==> config.mk <==
export PLATFORM = sky130hd
export DESIGN_NAME = zero_count_pipe
export DESIGN_NICKNAME = d
export VERILOG_FILES = /design/src/rtl/zcp_pkg.sv /design/src/rtl/zero_count_pipe_chunk_lzc.sv /design/src/rtl/zero_count_pipe.sv
export SDC_FILE = /design/constraint.sdc
export NUM_CORES = 1
export LEC_CHECK = 0
export BUFFER_PORTS_ARGS = -buffer_cell sky130_fd_sc_hd__buf_4
export CAP_MARGIN = 20
export CELL_PAD_IN_SITES_DETAIL_PLACEMENT = 1
export CELL_PAD_IN_SITES_GLOBAL_PLACEMENT = 1
export CORE_UTILIZATION = 40
export DETAILED_ROUTE_END_ITERATION = 8
export HOLD_SLACK_MARGIN = 0.1
export PLACE_DENSITY_LB_ADDON = 0.1
export RECOVER_POWER = 100
export SKIP_CTS_REPAIR_TIMING = 1
export SKIP_LAST_GASP = 1
export SYNTH_ARGS = -nofsm -noshare
export SYNTH_HDL_FRONTEND = slang
export SYNTH_SLANG_ARGS = --single-unit
==> constraint.sdc <==
create_clock -name clk -period 3.1 [get_ports clk]
set_clock_uncertainty 0.15 [all_clocks]
set_input_delay 0.775 -clock clk [delete_from_list [all_inputs] [get_ports clk]]
set_output_delay 0.775 -clock clk [all_outputs]
set_load 0.05 [all_outputs]
==> src/rtl/zcp_pkg.sv <==
// Shared constants for the zero/one counting pipeline and its ALU neighbours.
// Optional ZCP_BYPASS_EN build of zero_count_pipe adds hazard_out.
package zcp_pkg;

    localparam logic MODE_ZEROS = 1'b0;
    localparam logic MODE_ONES  = 1'b1;

    localparam int ZCP_WIDTH = 32;
    localparam int ZCP_CHUNK = 8;
    localparam int ZCP_TAG_W = 5;

    // A count over w bits needs to hold the value w itself.
    function automatic int cnt_w(input int w);
        return $clog2(w) + 1;
    endfunction

endpackage

==> src/rtl/zero_count_pipe_chunk_lzc.sv <==
// chunk_lzc: combinational all-zero flag and leading-zero count for one slice.
module chunk_lzc
    import zcp_pkg::*;
#(
    parameter int CHUNK = ZCP_CHUNK
) (
    input  logic [CHUNK-1:0]        data,
    output logic                    zero,
    output logic [cnt_w(CHUNK)-1:0] cnt
);

    localparam int CW = cnt_w(CHUNK);

    // Ascending scan: the last hit is the highest set bit.
    always_comb begin
        zero = ~|data;
        cnt  = CW'(CHUNK);
        for (int i = 0; i < CHUNK; i++) begin
            if (data[i]) begin
                cnt = CW'(CHUNK - 1 - i);
            end
        end
    end

endmodule

==> src/rtl/zero_count_pipe.sv <==
// Two-stage all-zeros/all-ones detector with leading-zero/one count, valid and tag.
// Define ZCP_BYPASS_EN to add the same-tag hazard_out output.
module zero_count_pipe
    import zcp_pkg::*;
#(
    parameter int WIDTH = ZCP_WIDTH,
    parameter int CHUNK = ZCP_CHUNK,
    parameter int TAG_W = ZCP_TAG_W
) (
    input  logic                    clk,
    input  logic                    reset,
    input  logic                    valid_in,
    input  logic [WIDTH-1:0]        in,
    input  logic                    mode_in,
    input  logic [TAG_W-1:0]        tag_in,
    input  logic                    stall,
    input  logic                    flush,
    output logic                    valid_out,
    output logic                    zero_out,
    output logic [cnt_w(WIDTH)-1:0] count_out,
    output logic [TAG_W-1:0]        tag_out
`ifdef ZCP_BYPASS_EN
    ,
    output logic                    hazard_out
`endif
);

    localparam int N   = WIDTH / CHUNK;
    localparam int CW  = cnt_w(WIDTH);
    localparam int CCW = cnt_w(CHUNK);

    // Ones mode inverts the operand so one datapath serves both modes.
    logic [WIDTH-1:0] eff_p0;
    logic [N-1:0]     cz_p0;
    logic [CCW-1:0]   cc_p0 [N];

    assign eff_p0 = (mode_in == MODE_ONES) ? ~in : in;

    for (genvar g = 0; g < N; g++) begin : g_chunk
        chunk_lzc #(.CHUNK(CHUNK)) u_chunk (
            .data (eff_p0[WIDTH-1-g*CHUNK -: CHUNK]),
            .zero (cz_p0[g]),
            .cnt  (cc_p0[g])
        );
    end

    // ---- S1 registers ----
    logic             vld_p1;
    logic [TAG_W-1:0] tag_p1;
    logic [N-1:0]     cz_p1;
    logic [CCW-1:0]   cc_p1 [N];

    // ---- S2 combine: lowest non-zero chunk index decides the count ----
    logic          zero_s2;
    logic [CW-1:0] count_s2;

    always_comb begin
        zero_s2  = &cz_p1;
        count_s2 = CW'(WIDTH);
        for (int k = N - 1; k >= 0; k--) begin
            if (!cz_p1[k]) begin
                count_s2 = CW'(k * CHUNK) + CW'(cc_p1[k]);
            end
        end
    end

    always_ff @(posedge clk) begin
        if (reset) begin
            vld_p1    <= 1'b0;
            tag_p1    <= '0;
            cz_p1     <= '0;
            for (int i = 0; i < N; i++) begin
                cc_p1[i] <= '0;
            end
            valid_out <= 1'b0;
            zero_out  <= 1'b0;
            count_out <= '0;
            tag_out   <= '0;
`ifdef ZCP_BYPASS_EN
            hazard_out <= 1'b0;
`endif
        end else if (flush) begin
            vld_p1    <= 1'b0;
            valid_out <= 1'b0;
`ifdef ZCP_BYPASS_EN
            hazard_out <= 1'b0;
`endif
        end else if (!stall) begin
            vld_p1    <= valid_in;
            tag_p1    <= tag_in;
            cz_p1     <= cz_p0;
            cc_p1     <= cc_p0;
            valid_out <= vld_p1;
            zero_out  <= zero_s2;
            count_out <= count_s2;
            tag_out   <= tag_p1;
`ifdef ZCP_BYPASS_EN
            // Next S2 content is the current S1 op; next S1 content is the incoming op.
            hazard_out <= vld_p1 && valid_in && (tag_in == tag_p1);
`endif
        end
    end

endmodule

; After elaboration in Yosys (flattened, before gate mapping)
; Index checks and enable logic that the tools add are counted.
[totals]
reg_bits = 39
in_bits = 43
output_inout_bits = 13
wordCells = 65
[op_classes]
addsub = 3
mux = 37
bitwise_logic = 3
reduce_logical = 11
[ops]
columns = op, n
row1 = 4-bit two-way mux, 32
row2 = 32-bit two-way mux, 1
row3 = 32-bit inverter, 1
row4 = 8-bit OR reduction, 4
row5 = 6-bit two-way mux, 4
row6 = 5-bit by 4-bit adder with 6-bit output (first input constant), 2
row7 = 4-bit by 4-bit adder with 5-bit output (first input constant), 1
row8 = 1-bit logical NOT, 4
row9 = 4-bit AND reduction, 1
row10 = 1-bit inverter, 2
row11 = 2-bit AND reduction, 1
row12 = 2-bit OR reduction, 1

; Depth between registers and ports, before layout
[logic_depth]
depth_word = 10
depth_mapped = 6
depth_no_buf = 4

; By module
; A second synthesis with hierarchy kept.
[hier_totals]
hier_cells = 288
area_unflattened_um2 = 2274.7
[modules_own_cells]
columns = module, n_inst, cells_each, area_each_um2, seq_area_each_um2
row1 = zero_count_pipe, 1, 228, 1874.3, 780.7
row2 = chunk_lzc, 4, 15, 100.1, 0.0

; Worst setup path after synthesis
; Ideal clock, no wire load.
[synth_path]
kind = in2reg
start = input mode_in
end = register cc_p1[12] (netlist bit)
setup_ns = 0.120
t_arrival_ns = 1.608
required_time_ns = 2.830
slack_ns = 1.223
cell_stages = 5
n_path_buf = 3
path_cell_list = buf_2 > buf_4 > buf_2 > a211oi_1 > o31a_1
[synth_via]
elab_chain_cells = 9
[synth_lines]
columns = item, line
row1 = start: declaration, zero_count_pipe.sv:14  ; input logic mode_in,
row2 = 32-bit two-way mux *, zero_count_pipe.sv:37  ; assign eff_p0 = (mode_in == MODE_ONES) ? ~in : in;
row3 = 4-bit two-way mux (7 in a row), zero_count_pipe_chunk_lzc.sv:19  ; if (data[i]) begin
row4 = 4-bit two-way mux *, zero_count_pipe_chunk_lzc.sv:19
row5 = end signal: assignment, zero_count_pipe.sv:92  ; cc_p1 <= cc_p0;
row6 = end: declaration, zero_count_pipe.sv:51  ; logic [CCW-1:0] cc_p1 [N];
; Every way passes the cells marked *; elsewhere a longest branch is shown, timed or not.
; A chain may end at the register's enable or synchronous reset.

; Worst setup path in the final report
[layout_path]
start = input stall
end = register tag_p1[2]
[layout_via]
elab_chain_cells = 2
[layout_lines]
columns = item, line
row1 = start: declaration, zero_count_pipe.sv:16  ; input logic stall,
row2 = 1-bit inverter (no source line), --
row3 = 2-bit AND reduction (no source line), --
row4 = end signal: assignment, zero_count_pipe.sv:90  ; tag_p1 <= tag_in;
row5 = end: declaration, zero_count_pipe.sv:49  ; logic [TAG_W-1:0] tag_p1;
; No other way between the ends.

==> results_dict.tcl <==
set metrics [dict create \
    ctsHtreeMaxLevel 2 \
    drv_cap 0 \
    cts_tree "built" \
    path_max_fanout 19 \
    io_pins 56 \
    synth-seq-cells 39 \
    synth.cell_area_um2 2170 \
    crit_chain "clkbuf_1 > nor2_1 > buf_4 > nand2_1 > a21oi_1" \
    slew_viol_final 0 \
    critPathRequiredTime_ns 3.17 \
    rows 26 \
    clkTransAtPathRegs_ns 0.07 \
    yosys-top-cells-area "dfxtp_1 (36%), a21oi_1 (8.3%), nand2_1 (7.4%), nor2_1 (4.3%), o21ai_0 (3.5%)" \
    dr.pass1.iters 4 \
    insertion_delay_ns 0.29 \
    cp_slowest_cell "nor2_1" \
    portBuffers 55 \
    cts-root-buf "clkbuf_8" \
    hold_viol 0 \
    critPathLaunchType "input pin" \
    slew-limit-headroom 0.159 \
    fin_crit_ns 2.36 \
    p_total_mw 1.08 \
    drt_iter0_drc 86 \
    place_congestion 0.739 \
    postSynthCellCount 293 \
    wl_per_cell_um 13.7 \
    synth.distinct_cells 36 \
    antenna_found_initial 0 \
    rsz0062_at_grt "false" \
    worstSetupEndpointType "flop" \
    cp.arrival_ns 2.44 \
    grt_overflow 0 \
    dieArea_um2 5730 \
    powerDensity_nw_per_um2 409 \
    vias 2279 \
    tightestPinTransition_ns 1.26 \
    grt_pass1_vias 2133 \
    hold_class "reg -> reg" \
    die_h_um 75.7 \
    start_util 0.420 \
    slowest_delay_ns 0.97 \
    final_nets 382 \
    finalSetupTns_ns 0 \
    dpl_cell_area_um2 2600 \
    yosysTopAreaCell "dfxtp_1" \
    fin_crit_sh 0.762 \
    cp.buffers_inverters 2 \
    drt_wl_total_mm 5.63 \
    clock_path_buffers 2 \
    fin_area_um2 2650 \
    dp_slack_ns 0.831 \
    grt_usage 0.210 \
    fmax_mhz 423 \
    route.detailed.drc 0 \
    dieWidth_um 75.7 \
    clock-sinks 39 \
    n_antenna_cell 0 \
    synth-seq-area-share 0.360 \
    critical_path_class "in -> reg" \
    syn_to_final_growth_pct 21.8 \
    p_leak_nw 0.966 \
    via_per_inst 5.56 \
    ir_drop_mv 0.255 \
    n_fill_cell 671 \
    drive_gt1_frac 0.156 \
    cts_buffers 5 \
    setup_viol 0 \
    syn_avg_cell_area_um2 7.41 \
    status "complete, no violations" \
    drtAntennaViolNets 0 \
    synth_top_area_share 0.360 \
    hpwl_mm 4.01 \
    critPathTopFamily "simple AND/OR/NAND/NOR gates" \
    setup_ws_ns 0.736 \
    core_area_um2 5170 \
    grt_max_degree 41 \
    yosys_warnings 0 \
    grt_pass1_wl_mm 9.34 \
    synth_fp_nets 336 \
]
[flip-flops by register name, summed over array words and instances (netlist names)]
register / flops
cc_p1: 16
count_out: 6
cz_p1: 4
tag_out: 5
tag_p1: 5
valid_out: 1
vld_p1: 1
zero_out: 1
[cells in the final DEF, fill, tap and decap left out, types with 9 or more instances in the layout]
cell / synthesis / final
dfxtp_1: 39 / 39
buf_4: 2 / 42
nand3_1: 13 / 13
o21ai_0: 15 / 15
nand2b_1: 10 / 10
clkbuf_1: 9 / 15
nand3b_1: 9 / 9
inv_1: 13 / 13
nor2_1: 25 / 26
a21oi_1: 36 / 36
nand2_1: 43 / 43
[layer usage]
metal / wire, um / GRT usage / vias up
li1: - / - / 1141
met1: 2730 / 0.271 / 1087
met2: 2660 / 0.364 / 41
met5: 0 / 0 / -
met4: 74 / 0.0556 / 0
met3: 155 / 0.0370 / 10
[stage by stage]
stage	utilization	std cells	hold slack [ns]
floorplan	-	293	0.282
global placement	0.503	402	0.290
detailed placement	0.503	402	0.298
CTS	0.522	410	0.309
global route	0.511	410	0.327
finish	0.511	410	0.304
[Yosys cell counts, drive strengths merged]
library cell and instances:
buf 8, nand2 43, a211oi 3, nor3 6, nor2 26, or3 2
o221ai 4, clkbuf 9, a21boi 3, nand3 13, and3 1, o31a 3
nor3b 3, or2 1, a311oi 1, a21oi 36, a2bb2o 3, or4 5
mux2i 3, inv 13, o31ai 7, dfxtp 39, nand4 2, o21ai 15
o32ai 1, nor2b 6, nand2b 10, nand3b 9, o2111ai 2, a31oi 4
o211ai 3, o21bai 2, o22ai 7
[report_power, final]
part	internal (mW)	switching, mW
Combinational	0.0745	0.106
Sequential	0.514	0.00670
Clock	0.203	0.177
Total	0.792	0.290
[cells by family (layout without fill, tap and decap cells)]
family | count (synthesis) | after routing | share of synthesized area
mux | 3 | 3 | 0.0138
flops | 39 | 39 | 0.360
buf+inv | 30 | 77 | 0.0588
simple gates | 127 | 127 | 0.286
compound gates | 94 | 94 | 0.281
[worst min-delay path, cell delays in order (launching register included)]
cell     delay [ns]
dfxtp_1        0.32
nand2_1        0.05
a21oi_1        0.05
[area by class of cell]
class                           count  area, um2  area share
Timing Repair Buffer               56        368       0.139
Multi-Input combinational cell    224       1260       0.476
Tap cell                           70       87.6      0.0331
Inverter                           13       48.8      0.0184
Sequential cell                    39        781       0.295
Clock buffer                        8        100      0.0378
[worst paths after layout]
check | from | end | slack (ns) | cells past startpoint
worst max register to register | cz_p1[2]$_SDFFE_PP0P_ | count_out[3]$_SDFFE_PP0P_ | 1.67 | 3
worst min register to register | tag_p1[1]$_SDFFE_PP0P_ | tag_out[1]$_SDFFE_PP0P_ | 0.30 | 2
worst min-delay path | tag_p1[1]$_SDFFE_PP0P_ | tag_out[1]$_SDFFE_PP0P_ | 0.30 | 2
worst max-delay path | stall | tag_p1[2]$_SDFFE_PP0P_ | 0.74 | 5
Power figures use the tool's default switching activity.
